==> src/rtl/caesar_encryption.sv <==
// ---------------------------------------------------------------------------
// caesar_encryption
//
// Streaming Caesar-style encryptor. Each accepted plaintext word is shifted by
// the low D_WIDTH bits of the key (modulo 2^D_WIDTH). The ciphertext is
// computed at accept time, queued in a small FIFO and presented through a
// registered valid/ready output stage.
//
// The key is sampled when a burst starts (IDLE -> ACTIVE). It then stays locked
// until the block has fully drained and returns to IDLE, so a burst is always
// encrypted with a single key.
//
// Parameters
//   D_WIDTH    : data word width in bits
//   KEY_WIDTH  : key width in bits (>= D_WIDTH, upper bits ignored)
//   FIFO_DEPTH : input buffer entries (power of two, >= 2)
//
// Ports
//   clk      in   single clock, rising edge
//   rst_n    in   asynchronous active-low reset
//   data_i   in   plaintext word
//   valid_i  in   data_i valid this cycle
//   key      in   encryption key
//   ready_i  in   downstream accepts data_o this cycle
//   data_o   out  ciphertext word, registered, 0 when valid_o=0
//   valid_o  out  data_o valid, registered
//   busy     out  FIFO full, registered; valid_i is ignored while set
// ---------------------------------------------------------------------------
module caesar_encryption #(
  parameter int unsigned D_WIDTH    = 8,
  parameter int unsigned KEY_WIDTH  = 16,
  parameter int unsigned FIFO_DEPTH = 4
) (
  input  logic                 clk,
  input  logic                 rst_n,
  input  logic [D_WIDTH-1:0]   data_i,
  input  logic                 valid_i,
  input  logic [KEY_WIDTH-1:0] key,
  input  logic                 ready_i,
  output logic [D_WIDTH-1:0]   data_o,
  output logic                 valid_o,
  output logic                 busy
);

  localparam int unsigned PtrW = (FIFO_DEPTH > 1) ? $clog2(FIFO_DEPTH) : 1;
  localparam int unsigned CntW = PtrW + 1;
  localparam logic [CntW-1:0] FullCnt = CntW'(FIFO_DEPTH);

  typedef enum logic [0:0] {
    StIdle,
    StActive
  } state_e;

  // State
  state_e              r_state;
  state_e              w_state_d;
  logic [D_WIDTH-1:0]  r_key_q;
  logic [D_WIDTH-1:0]  r_mem [FIFO_DEPTH];
  logic [PtrW-1:0]     r_wr_ptr;
  logic [PtrW-1:0]     r_rd_ptr;
  logic [CntW-1:0]     r_count;
  logic [D_WIDTH-1:0]  r_data_o;
  logic                r_valid_o;
  logic                r_busy;

  // Combinational
  logic                w_push;
  logic                w_pop;
  logic [CntW-1:0]     w_count_d;
  logic [D_WIDTH-1:0]  w_data_d;
  logic                w_valid_d;
  logic [D_WIDTH-1:0]  w_key_sel;
  logic                w_key_load;
  logic [D_WIDTH-1:0]  w_cipher;
  logic                w_unused_key;

  // Only the low D_WIDTH key bits take part in the shift; the reduction keeps
  // the remaining bits formally consumed.
  assign w_unused_key = ^key;

  // Handshakes. busy is exactly "FIFO full", so a push can never overflow.
  assign w_push = valid_i && !r_busy;
  assign w_pop  = (r_count != '0) && (!r_valid_o || ready_i);

  assign w_cipher = data_i + w_key_sel;

  // FIFO occupancy; a simultaneous push and pop leaves it unchanged.
  always_comb begin
    w_count_d = r_count;
    if (w_push && !w_pop) begin
      w_count_d = r_count + CntW'(1);
    end else if (w_pop && !w_push) begin
      w_count_d = r_count - CntW'(1);
    end
  end

  // Output stage: load the FIFO head when the slot is free or being consumed,
  // clear to zero when the last word leaves, otherwise hold.
  always_comb begin
    w_valid_d = r_valid_o;
    w_data_d  = r_data_o;
    if (w_pop) begin
      w_valid_d = 1'b1;
      w_data_d  = r_mem[r_rd_ptr];
    end else if (r_valid_o && ready_i) begin
      w_valid_d = 1'b0;
      w_data_d  = '0;
    end
  end

  // ---------------------------------------------------------------------------
  // FSM: state register
  // ---------------------------------------------------------------------------
  always_ff @(posedge clk or negedge rst_n) begin
    if (!rst_n) begin
      r_state <= StIdle;
    end else begin
      r_state <= w_state_d;
    end
  end

  // FSM: next state. ACTIVE ends only once nothing is buffered anywhere and no
  // new word arrives on the same edge.
  always_comb begin
    w_state_d = r_state;
    case (r_state)
      StIdle: begin
        if (w_push) begin
          w_state_d = StActive;
        end
      end
      StActive: begin
        if (!w_push && (w_count_d == '0) && !w_valid_d) begin
          w_state_d = StIdle;
        end
      end
      default: w_state_d = StIdle;
    endcase
  end

  // FSM: outputs. In IDLE the first word uses the live key, which is captured
  // on the same edge for the rest of the burst.
  always_comb begin
    w_key_sel  = r_key_q;
    w_key_load = 1'b0;
    case (r_state)
      StIdle: begin
        w_key_sel  = key[D_WIDTH-1:0];
        w_key_load = w_push;
      end
      StActive: begin
        w_key_sel  = r_key_q;
        w_key_load = 1'b0;
      end
      default: begin
        w_key_sel  = r_key_q;
        w_key_load = 1'b0;
      end
    endcase
  end

  // ---------------------------------------------------------------------------
  // Datapath registers
  // ---------------------------------------------------------------------------
  always_ff @(posedge clk or negedge rst_n) begin
    if (!rst_n) begin
      r_key_q <= '0;
    end else if (w_key_load) begin
      r_key_q <= key[D_WIDTH-1:0];
    end
  end

  // Storage array needs no reset: an entry is only read after being written,
  // and reset clears the occupancy count.
  always_ff @(posedge clk) begin
    if (w_push) begin
      r_mem[r_wr_ptr] <= w_cipher;
    end
  end

  // Pointers wrap naturally because FIFO_DEPTH is a power of two.
  always_ff @(posedge clk or negedge rst_n) begin
    if (!rst_n) begin
      r_wr_ptr <= '0;
      r_rd_ptr <= '0;
      r_count  <= '0;
      r_busy   <= 1'b0;
    end else begin
      if (w_push) begin
        r_wr_ptr <= r_wr_ptr + PtrW'(1);
      end
      if (w_pop) begin
        r_rd_ptr <= r_rd_ptr + PtrW'(1);
      end
      r_count <= w_count_d;
      r_busy  <= (w_count_d == FullCnt);
    end
  end

  always_ff @(posedge clk or negedge rst_n) begin
    if (!rst_n) begin
      r_data_o  <= '0;
      r_valid_o <= 1'b0;
    end else begin
      r_data_o  <= w_data_d;
      r_valid_o <= w_valid_d;
    end
  end

  assign data_o  = r_data_o;
  assign valid_o = r_valid_o;
  assign busy    = r_busy;

endmodule

==> config.mk <==
export PLATFORM = sky130hd
export DESIGN_NAME = caesar_encryption
export DESIGN_NICKNAME = d
export VERILOG_FILES = /design/src/rtl/caesar_encryption.sv
export SDC_FILE = /design/constraint.sdc
export NUM_CORES = 1
export LEC_CHECK = 0
export CORE_MARGIN = 2
export CORE_UTILIZATION = 28
export CTS_CLUSTER_SIZE = 12
export DETAILED_ROUTE_END_ITERATION = 8
export GPL_TIMING_DRIVEN = 0
export HOLD_SLACK_MARGIN = 0.1
export SLEW_MARGIN = 20
export SYNTH_ARGS = -nofsm -noshare
export SYNTH_HDL_FRONTEND = slang
export SYNTH_SLANG_ARGS = --single-unit
==> constraint.sdc <==
create_clock -name clk -period 3.9 [get_ports clk]
set_input_delay 0.39 -clock clk [delete_from_list [all_inputs] [get_ports clk]]
set_output_delay 0.39 -clock clk [all_outputs]
set_load 0.03 [all_outputs]
==> impl_results.md, run 1 <==
- Status: complete, no violations
- Synth area leader: edfxtp_1
- Wirelength per Cell: 13.7 um
- CORE AREA: 0.00964 mm^2
- Critical Path Start Type: flip-flop
- Final Slew Violations: 0
- Fin cells: 362
- Resize count post-CTS: 0
- Mean post-synth cell area: 15.0 um^2
- WP data required: 3.97 ns
- Hold buffers post-CTS: 1
- Number of flops mapped to enable cells by yosys: 32
- Count leader, synth: edfxtp_1
- Post-DRT Antenna Nets: 0
- Worst-Skew Late Latency: 0.33 ns
- Max capacitance violation total: 0
- CTS clk-pin slew, worst paths: 0.07 ns
- Clock buffer depth: 2
- Ys async rst share: 44.8%
- Reg2reg end: r_mem[1][6]
- Final hold violations: 0
- GR Util All Layers: 10.7%
- Final Wtd Congestion: 0.761
- Critical path peak fanout: 10
- DR vias/cell: 4.31
- Grt ovf: 0
- Mapped cell area: 0.00274 mm^2
- H-tree depth: 3
- Synth Net Count: 226
- Critical Path AT: 3.11 ns
- Post-route setup slack: 0.858 ns
- CTS sink count: 58
- Starting DRT DRC Count: 81
- Top_reg_cell synth: edfxtp_1
- Clock Skew: 0.00794 ns
- Yosys cell types: 43
- DRT Pass-1 Iters: 4
- Synth warn: 0
- WS Path Type: reg2reg
- Layout Area Growth over Synthesis: 22.4%
- Final Util: 34.8%
- Pre-CTS setup slack: 0.859 ns
- Final period utilization: 78.0%
- # port buffers: 29
- PD cells: 818 mW/mm^2
- Layout net count: 267
- Vias post-DR: 1561
- Die X: 103 um
- Final Setup Violations: 0
- Rows: 36
- Min-Delay Path Class: reg2reg
- Sequential area share after synthesis: 58.8%
- Initial core utilization: 28.4%
- TritonCTS clock tree: done
- Worst min-delay path endpoint: data_o[5]
- Area of the multi-input gates: 0.00107 mm^2
- Full die area: 0.0106 mm^2
- Clock root buffer: clkbuf_8
- Placed insts: 345
- Top area cells in the synthesized netlist: edfxtp_1 35%, dfrtp_1 24%, mux4_2 6.6%
- DRC Markers: 0
- Share of cells above drive strength 1: 22.3%
- Largest net degree at the start of global routing: 27
- Worst Max-Slew Pin Slew: 0.664 ns
- Fin Setup TNS: 0 ns
- Initial antenna violation count: 0
- RSZ-0062 raised after global routing: no
- Critical Path Sink Type: flip-flop
- Worst hold stages: 1
- Post-DP HPWL: 3580 um
- Synth top area share: 35.1%
- Min-delay src: data_o[5]
- Flop-to-flop setup slack: 0.86 ns
- Vias in the first global route: 1683
- Static Leak: 1.29 nW
- IO Pins: 38
- # fillers: 974
- Final wirelength: 4960 um
- Postcts setup bufs: 0
- Period minus WS final: 3.04 ns
- Fmax: 329 MHz
- Relative slew slack: 55.5%
- Synth top cells by count: 32 x edfxtp_1, 26 x dfrtp_1, 15 x mux2_2, 14 x ha_1
- R2r startpoint: r_state
- R2R depth: 8
- Die height: 103 um
- Register area: 0.00161 mm^2
- Number of buffers created by CTS: 9
- First-pass GRT wire length: 8220 um
- Post-Synthesis Cells: 183
- Antenna Diode Count: 0
- Max VDD drop: 0.196 mV
- Number of synthesized register bits: 58
## registers in the layout (all words and copies together), names as in the netlist
signal / count
r_wr_ptr: 2
r_count: 3
valid_o: 1
busy: 1
r_state: 1
r_mem: 32
r_rd_ptr: 2
r_key_q: 8
data_o: 8
## per-layer routing
metal	routed length, um	global-route usage [%]
met3	224	4.14
met1	2270	13.0
met2	2400	17.1
met5	0	0
met4	63	4.25
## cells in the final DEF (no fill, tap or decap), drive strengths merged, types with 3 or more instances in the layout
| cell type | instances |
|---|---|
| a21oi | 5 |
| a21o | 3 |
| a22o | 8 |
| o21ai | 4 |
| clkbuf | 12 |
| xnor2 | 8 |
| o211ai | 3 |
| clkdlybuf4s50 | 28 |
| inv | 7 |
| nand2b | 4 |
| mux2 | 15 |
| edfxtp | 32 |
| clkinv | 5 |
| nand2 | 5 |
| mux4 | 8 |
| ha | 14 |
| buf | 5 |
| nor2 | 8 |
| nand3 | 4 |
| and2 | 4 |
| dfrtp | 26 |
## worst max-delay path: stages, from the launching register on
cell	delay, ns
dfrtp_1	0.36
clkbuf_1	0.44
mux2_2	0.40
ha_1	0.21
fa_1	0.40
a21o_1	0.18
a21oi_1	0.26
nor2_1	0.07
o311ai_1	0.46
## stage by stage
stage                     cell area [um^2]  total power, mW  hold slack, ns
after global routing                  3350             2.96           0.517
after floorplan                       2740             1.98          0.0944
after global placement                3200             2.29           0.483
after detailed placement              3190             2.34           0.459
final                                 3350             2.74           0.499
after CTS                             3350             2.79           0.507
## power by group
group / switching [mW] / internal (mW) / total (mW) / leakage [nW]
logic: 0.646 / 0.554 / 1.20 / 0.605
clock network: 0.218 / 0.222 / 0.440 / 0.0796
registers: 0.0982 / 1.01 / 1.10 / 0.606
## cell families after synthesis
family	Yosys count	synth area share, %
DFF	58	58.8
adders and majority gates	15	7.12
AOI/OAI and AO/OA	29	7.72
and+or+nand+nor	35	8.04
xor gates and xnor gates	10	3.20
muxes	24	13.1
buffers and inverters	12	2.01
## how the worst max path moves through the flow
stage	slack [ns]	depth (start not counted)	to	startpoint
global placement	0.94	8	r_mem[0][6]	r_state
CTS	0.83	8	r_mem[0][6]	r_state
floorplan	1.25	8	r_mem[0][6]	r_state
detailed placement	0.86	8	r_mem[0][6]	r_state
global route	0.61	8	r_mem[1][6]	r_state
finish	0.86	8	r_mem[1][6]	r_state
## final cells by class
| class | count | share of cell area, % |
|---|---|---|
| tap | 133 | 4.96 |
| timing repair buffer | 30 | 8.80 |
| clock inverter | 5 | 0.634 |
| buffer | 5 | 0.858 |
| inverter | 7 | 0.783 |
| clock buffer | 11 | 3.92 |
| multi-input combinational | 113 | 32.0 |
| sequential | 58 | 48.0 |
No activity file was read; power rests on OpenSTA's default activity.
==> inputs of run 2 (changes only) <==
==> constraint.sdc (replaced) <==
create_clock -name clk -period 3.05 [get_ports clk]
set_input_delay 0.305 -clock clk [delete_from_list [all_inputs] [get_ports clk]]
set_output_delay 0.305 -clock clk [all_outputs]
set_load 0.03 [all_outputs]
==> run 2 against run 1 <==
Effect of this change: clock power up 28%; cell area barely moved; critical path type unchanged; clock skew about the same; via count is 0.13% lower.
==> impl_results.md, run 2 (synthesis gave the netlist of run 1 again) <==
- Status: complete, no violations (unchanged)
- RSZ-0062 raised after global routing: no (unchanged)
- Final period utilization: 90.3% (was 78.0%)
- Placed insts: 345 (unchanged)
- TritonCTS clock tree: done (unchanged)
- Top reg by flops: r_mem (unchanged)
- Period minus WS final: 2.75 ns (was 3.04 ns)
- Full die area: 0.0106 mm^2 (unchanged)
- Clock root buffer: clkbuf_8 (unchanged)
- Antenna Diode Count: 0 (unchanged)
- Clock buffer depth: 2 (unchanged)
- Grt ovf: 0 (unchanged)
- CORE AREA: 0.00964 mm^2 (unchanged)
- Die height: 103 um (unchanged)
- Vias post-DR: 1559 (was 1561)
- Layout Area Growth over Synthesis: 22.3% (was 22.4%)
- Number of flip-flops in the largest register: 32 (unchanged)
- Post-DP HPWL: 3580 um (unchanged)
- IO Pins: 38 (unchanged)
- Final hold violations: 0 (unchanged)
- Number of buffers created by CTS: 9 (unchanged)
- Commonest non-fill, non-tap cell in the layout: edfxtp_1 (unchanged)
- Most frequent cells in the layout: 32 x edfxtp_1, 28 x clkdlybuf4s50_1, 25 x dfrtp_1, 15 x mux2_2, 14 x ha_1 (was 32 x edfxtp_1, 28 x clkdlybuf4s50_1, 26 x dfrtp_1, 15 x mux2_2, 14 x ha_1)
- Worst min-delay path endpoint: data_o[5] (unchanged)
- Reg2reg end: r_mem[1][6] (unchanged)
- DRT Pass-1 Iters: 4 (unchanged)
- Wirelength per Cell: 13.8 um (was 13.7 um)
- Largest delay contributor family on the critical path: compound AO/OA/AOI/OAI gates (unchanged)
- Worst-Skew Late Latency: 0.33 ns (about the same)
- Final Util: 34.8% (about the same)
- Flop-to-flop setup slack: 0.30 ns (was 0.86 ns)
- DRC Markers: 0 (unchanged)
- Max capacitance violation total: 0 (unchanged)
- Static Leak: 1.29 nW (about the same)
- CTS clk-pin slew, worst paths: 0.06 ns (was 0.07 ns)
- PD cells: 1050 mW/mm^2 (was 818 mW/mm^2)
- Postcts setup bufs: 0 (unchanged)
- Share of cells above drive strength 1: 22.8% (was 22.3%)
- Post-DRT Antenna Nets: 0 (unchanged)
- Critical Path Start Type: flip-flop (unchanged)
- Final Setup Violations: 0 (unchanged)
- Pre-CTS setup slack: 0.00854 ns (was 0.859 ns)
- WP data required: 3.11 ns (was 3.97 ns)
- Min-delay src: data_o[5] (unchanged)
- First-pass GRT wire length: 8200 um (was 8220 um)
- Critical Path AT: 2.82 ns (was 3.11 ns)
- CTS sink count: 58 (unchanged)
- H-tree depth: 3 (unchanged)
- Clock Skew: 0.00765 ns (was 0.00794 ns)
- Vias in the first global route: 1680 (was 1683)
- Design area: 0.00335 mm^2 (about the same)
- WS Path Type: reg2reg (unchanged)
- Fin Setup TNS: 0 ns (unchanged)
- Fin cells: 361 (was 362)
- Power Total: 3.51 mW (was 2.74 mW)
- Starting DRT DRC Count: 98 (was 81)
- Initial core utilization: 28.4% (unchanged)
- Crit path cell chain: mux2_2, ha_1, fa_1, a21o_1, a21oi_1, nor2_1, o311ai_1 (was clkbuf_1, mux2_2, ha_1, fa_1, a21o_1, a21oi_1, nor2_1, o311ai_1)
- Worst Max-Slew Pin Slew: 0.662 ns (was 0.664 ns)
- Rows: 36 (unchanged)
- Fmax: 363 MHz (was 329 MHz)
- Layout net count: 266 (was 267)
- # port buffers: 29 (unchanged)
- Max incr delay on CP: 0.52 ns (was 0.46 ns)
- Die X: 103 um (unchanged)
- GR Util All Layers: 10.7% (about the same)
- Max VDD drop: 0.251 mV (was 0.196 mV)
- Critical path peak fanout: 11 (was 10)
- R2r startpoint: r_state (unchanged)
- Min-Delay Path Class: reg2reg (unchanged)
- Relative slew slack: 55.6% (was 55.5%)
- R2R depth: 7 (was 8)
- Hold_ws: 0.498 ns (was 0.499 ns)
- Final wirelength: 4990 um (was 4960 um)
- Final Slew Violations: 0 (unchanged)
- Post-route setup slack: 0.296 ns (was 0.858 ns)
- Bufs and invs on worst path: 0 (was 1)
- Final Wtd Congestion: 0.761 (unchanged)
- Critical Path Sink Type: flip-flop (unchanged)
- Worst hold stages: 1 (unchanged)
- Slowest library cell on the worst path: dfrtp_2 (was o311ai_1)
- Placed cell areas: 0.00319 mm^2 (unchanged)
- Initial antenna violation count: 0 (unchanged)
- DR vias/cell: 4.32 (was 4.31)
- Largest net degree at the start of global routing: 27 (unchanged)
run 2: per-layer routing:
layer	vias to the layer above	track usage [%]	wire, um
met4	0	4.25	63
met5	-	0	0
met1	751	12.9	2270
met3	6	4.14	225
met2	33	17.1	2430
li1	769	-	-
run 2: power by group:
part           leakage (nW)  switching [mW]  internal [mW]
logic                 0.603           0.825          0.708
clock network        0.0796           0.279          0.283
registers             0.606           0.132           1.29
total                  1.29            1.24           2.28
run 2: worst reg2reg max path: stages, from the launching register on:
cell and delay [ns]:
dfrtp_2 0.52, mux2_2 0.37, ha_1 0.21, fa_1 0.40, a21o_1 0.18, a21oi_1 0.26
nor2_1 0.07, o311ai_1 0.48
run 2: what timing repair did:
| item | in CTS | in global routing |
|---|---|---|
| resized for setup | 0 | 1 |
| hold endpoints to repair | 26 | 0 |
| hold buffers | 1 | 0 |
| setup endpoints to repair | 4 | 4 |
run 2: worst max path at each step:
stage               startpoint     endpoint  slack [ns]  cells after the start
floorplan              r_state  r_mem[0][6]        0.40                      8
global placement       r_state  r_mem[0][6]        0.09                      8
detailed placement     r_state  r_mem[0][6]       0.009                      8
CTS                    r_state  r_mem[0][6]        0.17                      7
global route           r_state  r_mem[1][6]        0.14                      7
finish                 r_state  r_mem[1][6]        0.30                      7
run 2: final cells by class:
| class | count | area (um^2) |
|---|---|---|
| timing repair buffer | 30 | 295 |
| clock inverter | 5 | 21.3 |
| multi-input combinational | 113 | 1070 |
| fill | 975 | 6290 |
| clock buffer | 11 | 131 |
| inverter | 7 | 26.3 |
| tap | 133 | 166 |
| sequential | 58 | 1610 |
| buffer | 4 | 25.0 |
==> inputs of run 3 (changes only) <==
--- a/config.mk
+++ b/config.mk
@@ -6,7 +6,7 @@
 export NUM_CORES = 1
 export LEC_CHECK = 0
 export CORE_MARGIN = 2
-export CORE_UTILIZATION = 28
+export CORE_UTILIZATION = 40
 export CTS_CLUSTER_SIZE = 12
 export DETAILED_ROUTE_END_ITERATION = 8
 export GPL_TIMING_DRIVEN = 0
==> run 3 against run 2 <==
Effect of this change: routed wire length down 6.8%; clock-buffer cell count down 1; global-route usage up 3.3 points; register-to-register slack about the same; setup slack worse by 0.0098 ns; core utilization up 15 points; clock skew up 0.0042 ns; largest cell class unchanged.
==> impl_results.md, run 3 (synthesis gave the netlist of run 1 again) <==
- Final period utilization: 90.6% (was 90.3%)
- PD cells: 1100 mW/mm^2 (was 1050 mW/mm^2)
- Area of the multi-input gates: 0.00107 mm^2 (unchanged)
- M3 GR Usage: 5.14% (was 4.14%)
- Critical path peak fanout: 11 (unchanged)
- RSZ-0062 raised after global routing: no (unchanged)
- Layout net count: 266 (unchanged)
- Post-DP HPWL: 3260 um (was 3580 um)
- Period minus WS final: 2.76 ns (was 2.75 ns)
- Layout Area Growth over Synthesis: 22.0% (was 22.3%)
- Critical Path AT: 2.82 ns (about the same)
- DRT Pass-1 Iters: 4 (unchanged)
- Top reg by flops: r_mem (unchanged)
- Grt ovf: 0 (unchanged)
- Max capacitance violation total: 0 (unchanged)
- Largest delay contributor family on the critical path: compound AO/OA/AOI/OAI gates (unchanged)
- Commonest non-fill, non-tap cell in the layout: edfxtp_1 (unchanged)
- Register area: 0.00161 mm^2 (unchanged)
- Full die area: 0.00753 mm^2 (was 0.0106 mm^2)
- Flop-to-flop setup slack: 0.29 ns (was 0.30 ns)
- TritonCTS clock tree: done (unchanged)
- Static Leak: 1.31 nW (was 1.29 nW)
- Met2 Track Usage GR: 20.1% (was 17.1%)
- Number of buffers created by CTS: 9 (unchanged)
- Share of cells above drive strength 1: 23.7% (was 22.8%)
- Post-DRT Antenna Nets: 0 (unchanged)
- Final Slew Violations: 0 (unchanged)
- Relative slew slack: 55.5% (was 55.6%)
- WS Path Type: reg2reg (unchanged)
- Vias post-DR: 1539 (was 1559)
- WP data required: 3.11 ns (about the same)
- Max incr delay on CP: 0.51 ns (was 0.52 ns)
- Wirelength per Cell: 15.1 um (was 13.8 um)
- Most frequent cells in the layout: 32 x edfxtp_1, 28 x clkdlybuf4s50_1, 25 x dfrtp_1, 15 x mux2_2, 14 x ha_1 (unchanged)
- GRT Max-Usage Layer: met2 (unchanged)
- Slowest library cell on the worst path: dfrtp_2 (unchanged)
- CTS clk-pin slew, worst paths: 0.07 ns (was 0.06 ns)
- Worst-Skew Late Latency: 0.34 ns (was 0.33 ns)
- Die height: 86.8 um (was 103 um)
- # fillers: 575 (was 975)
- Rows: 30 (was 36)
- # port buffers: 29 (unchanged)
- Starting DRT DRC Count: 73 (was 98)
- H-tree depth: 3 (unchanged)
- Critical Path Sink Type: flip-flop (unchanged)
- Worst Max-Slew Pin Slew: 0.664 ns (was 0.662 ns)
- CORE AREA: 0.00672 mm^2 (was 0.00964 mm^2)
- Final hold violations: 0 (unchanged)
- Initial core utilization: 40.8% (was 28.4%)
- Clock buffer depth: 2 (unchanged)
- Final Wtd Congestion: 0.771 (was 0.761)
- Fmax: 362 MHz (was 363 MHz)
- First-pass GRT wire length: 7740 um (was 8200 um)
- Initial antenna violation count: 0 (unchanged)
- GR Util All Layers: 14.0% (was 10.7%)
- Max VDD drop: 0.461 mV (was 0.251 mV)
- Largest net degree at the start of global routing: 27 (unchanged)
- DR vias/cell: 5.00 (was 4.32)
- Status: complete, no violations (unchanged)
- Number of flip-flops in the largest register: 32 (unchanged)
- IO Pins: 38 (unchanged)
- Crit path cell chain: mux2_2, ha_1, fa_1, a21o_1, a21oi_1, nor2_1, o311ai_1 (unchanged)
- Die X: 86.8 um (was 103 um)
- Final wirelength: 4650 um (was 4990 um)
- Clock Skew: 0.0118 ns (was 0.00765 ns)
- Min-Delay Path Class: reg2reg (unchanged)
- Bufs and invs on worst path: 0 (unchanged)
- CTS sink count: 58 (unchanged)
- Vias in the first global route: 1546 (was 1680)
- Met1 usage: 19.5% (was 12.9%)
- DRC Markers: 0 (unchanged)
- Critical Path Start Type: flip-flop (unchanged)
- Antenna Diode Count: 0 (unchanged)
- Final Setup Violations: 0 (unchanged)
- Final Util: 49.7% (was 34.8%)
- Clock root buffer: clkbuf_8 (unchanged)
- Hold_ws: 0.497 ns (was 0.498 ns)
run 3: cell types whose count changed in the layout (fill, tap and decap cells not counted), sizes merged:
cell	previous run	this run
bufinv	0	2
clkbuf	11	10
clkinv	5	4
run 3: worst paths after layout:
check / from / depth (start not counted) / to
min in group asynchronous: rst_n / 2 / data_o[5]
hold reg to reg: data_o[5] / 1 / data_o[5]
max in group asynchronous: rst_n / 2 / r_state
hold / removal: data_o[5] / 1 / data_o[5]
setup reg to reg: r_state / 7 / r_mem[2][6]
setup / recovery: r_state / 7 / r_mem[2][6]
run 3: worst reg2reg max path: stages (launching register included):
cell	delay, ns
dfrtp_2	0.51
mux2_2	0.37
ha_1	0.21
fa_1	0.41
a21o_1	0.17
a21oi_1	0.25
nor2_1	0.07
o311ai_1	0.49
run 3: power by group:
part	internal (mW)	switching [mW]
clock	0.454	0.297
combinational	0.709	0.804
sequential	1.28	0.126
run 3: what timing repair did:
| item | 4_1_cts | 5_1_grt |
|---|---|---|
| buffers inserted | 0 | 0 |
| cloned | 0 | 0 |
| gates resized for setup | 0 | 1 |
| hold buffers | 1 | 0 |
| hold endpoints to repair | 26 | 0 |
| setup endpoints to repair | 4 | 4 |
run 3: metal layers:
| layer | up-vias | part of all wire, % |
|---|---|---|
| li1 | 768 | - |
| met1 | 724 | 49 |
| met2 | 40 | 45 |
| met3 | 7 | 5.0 |
| met4 | 0 | 1.5 |
| met5 | - | 0 |
run 3: area by class of cell:
| cell class | instances | share of cell area, % |
|---|---|---|
| buffer | 4 | 0.749 |
| clock buffer | 10 | 3.82 |
| tap | 80 | 3.00 |
| inverter | 7 | 0.786 |
| sequential | 58 | 48.3 |
| multi-input combinational | 113 | 32.1 |
| clock inverter | 6 | 2.43 |
| timing repair buffer | 30 | 8.84 |
run 3: metrics by stage:
| stage | cell area [um^2] | cells | power (mW) | setup WS [ns] | setup TNS [ns] |
|---|---|---|---|---|---|
| detailed placement | 3130 | 292 | 2.97 | -0.0529 | -0.212 |
| finish | 3340 | 308 | 3.67 | 0.286 | 0 |
| floorplan | 2740 | 183 | 2.54 | 0.396 | 0 |
| global route | 3340 | 308 | 3.95 | 0.0760 | 0 |
| global placement | 3130 | 292 | 2.94 | 0.0118 | 0 |
| CTS | 3340 | 308 | 3.73 | 0.121 | 0 |
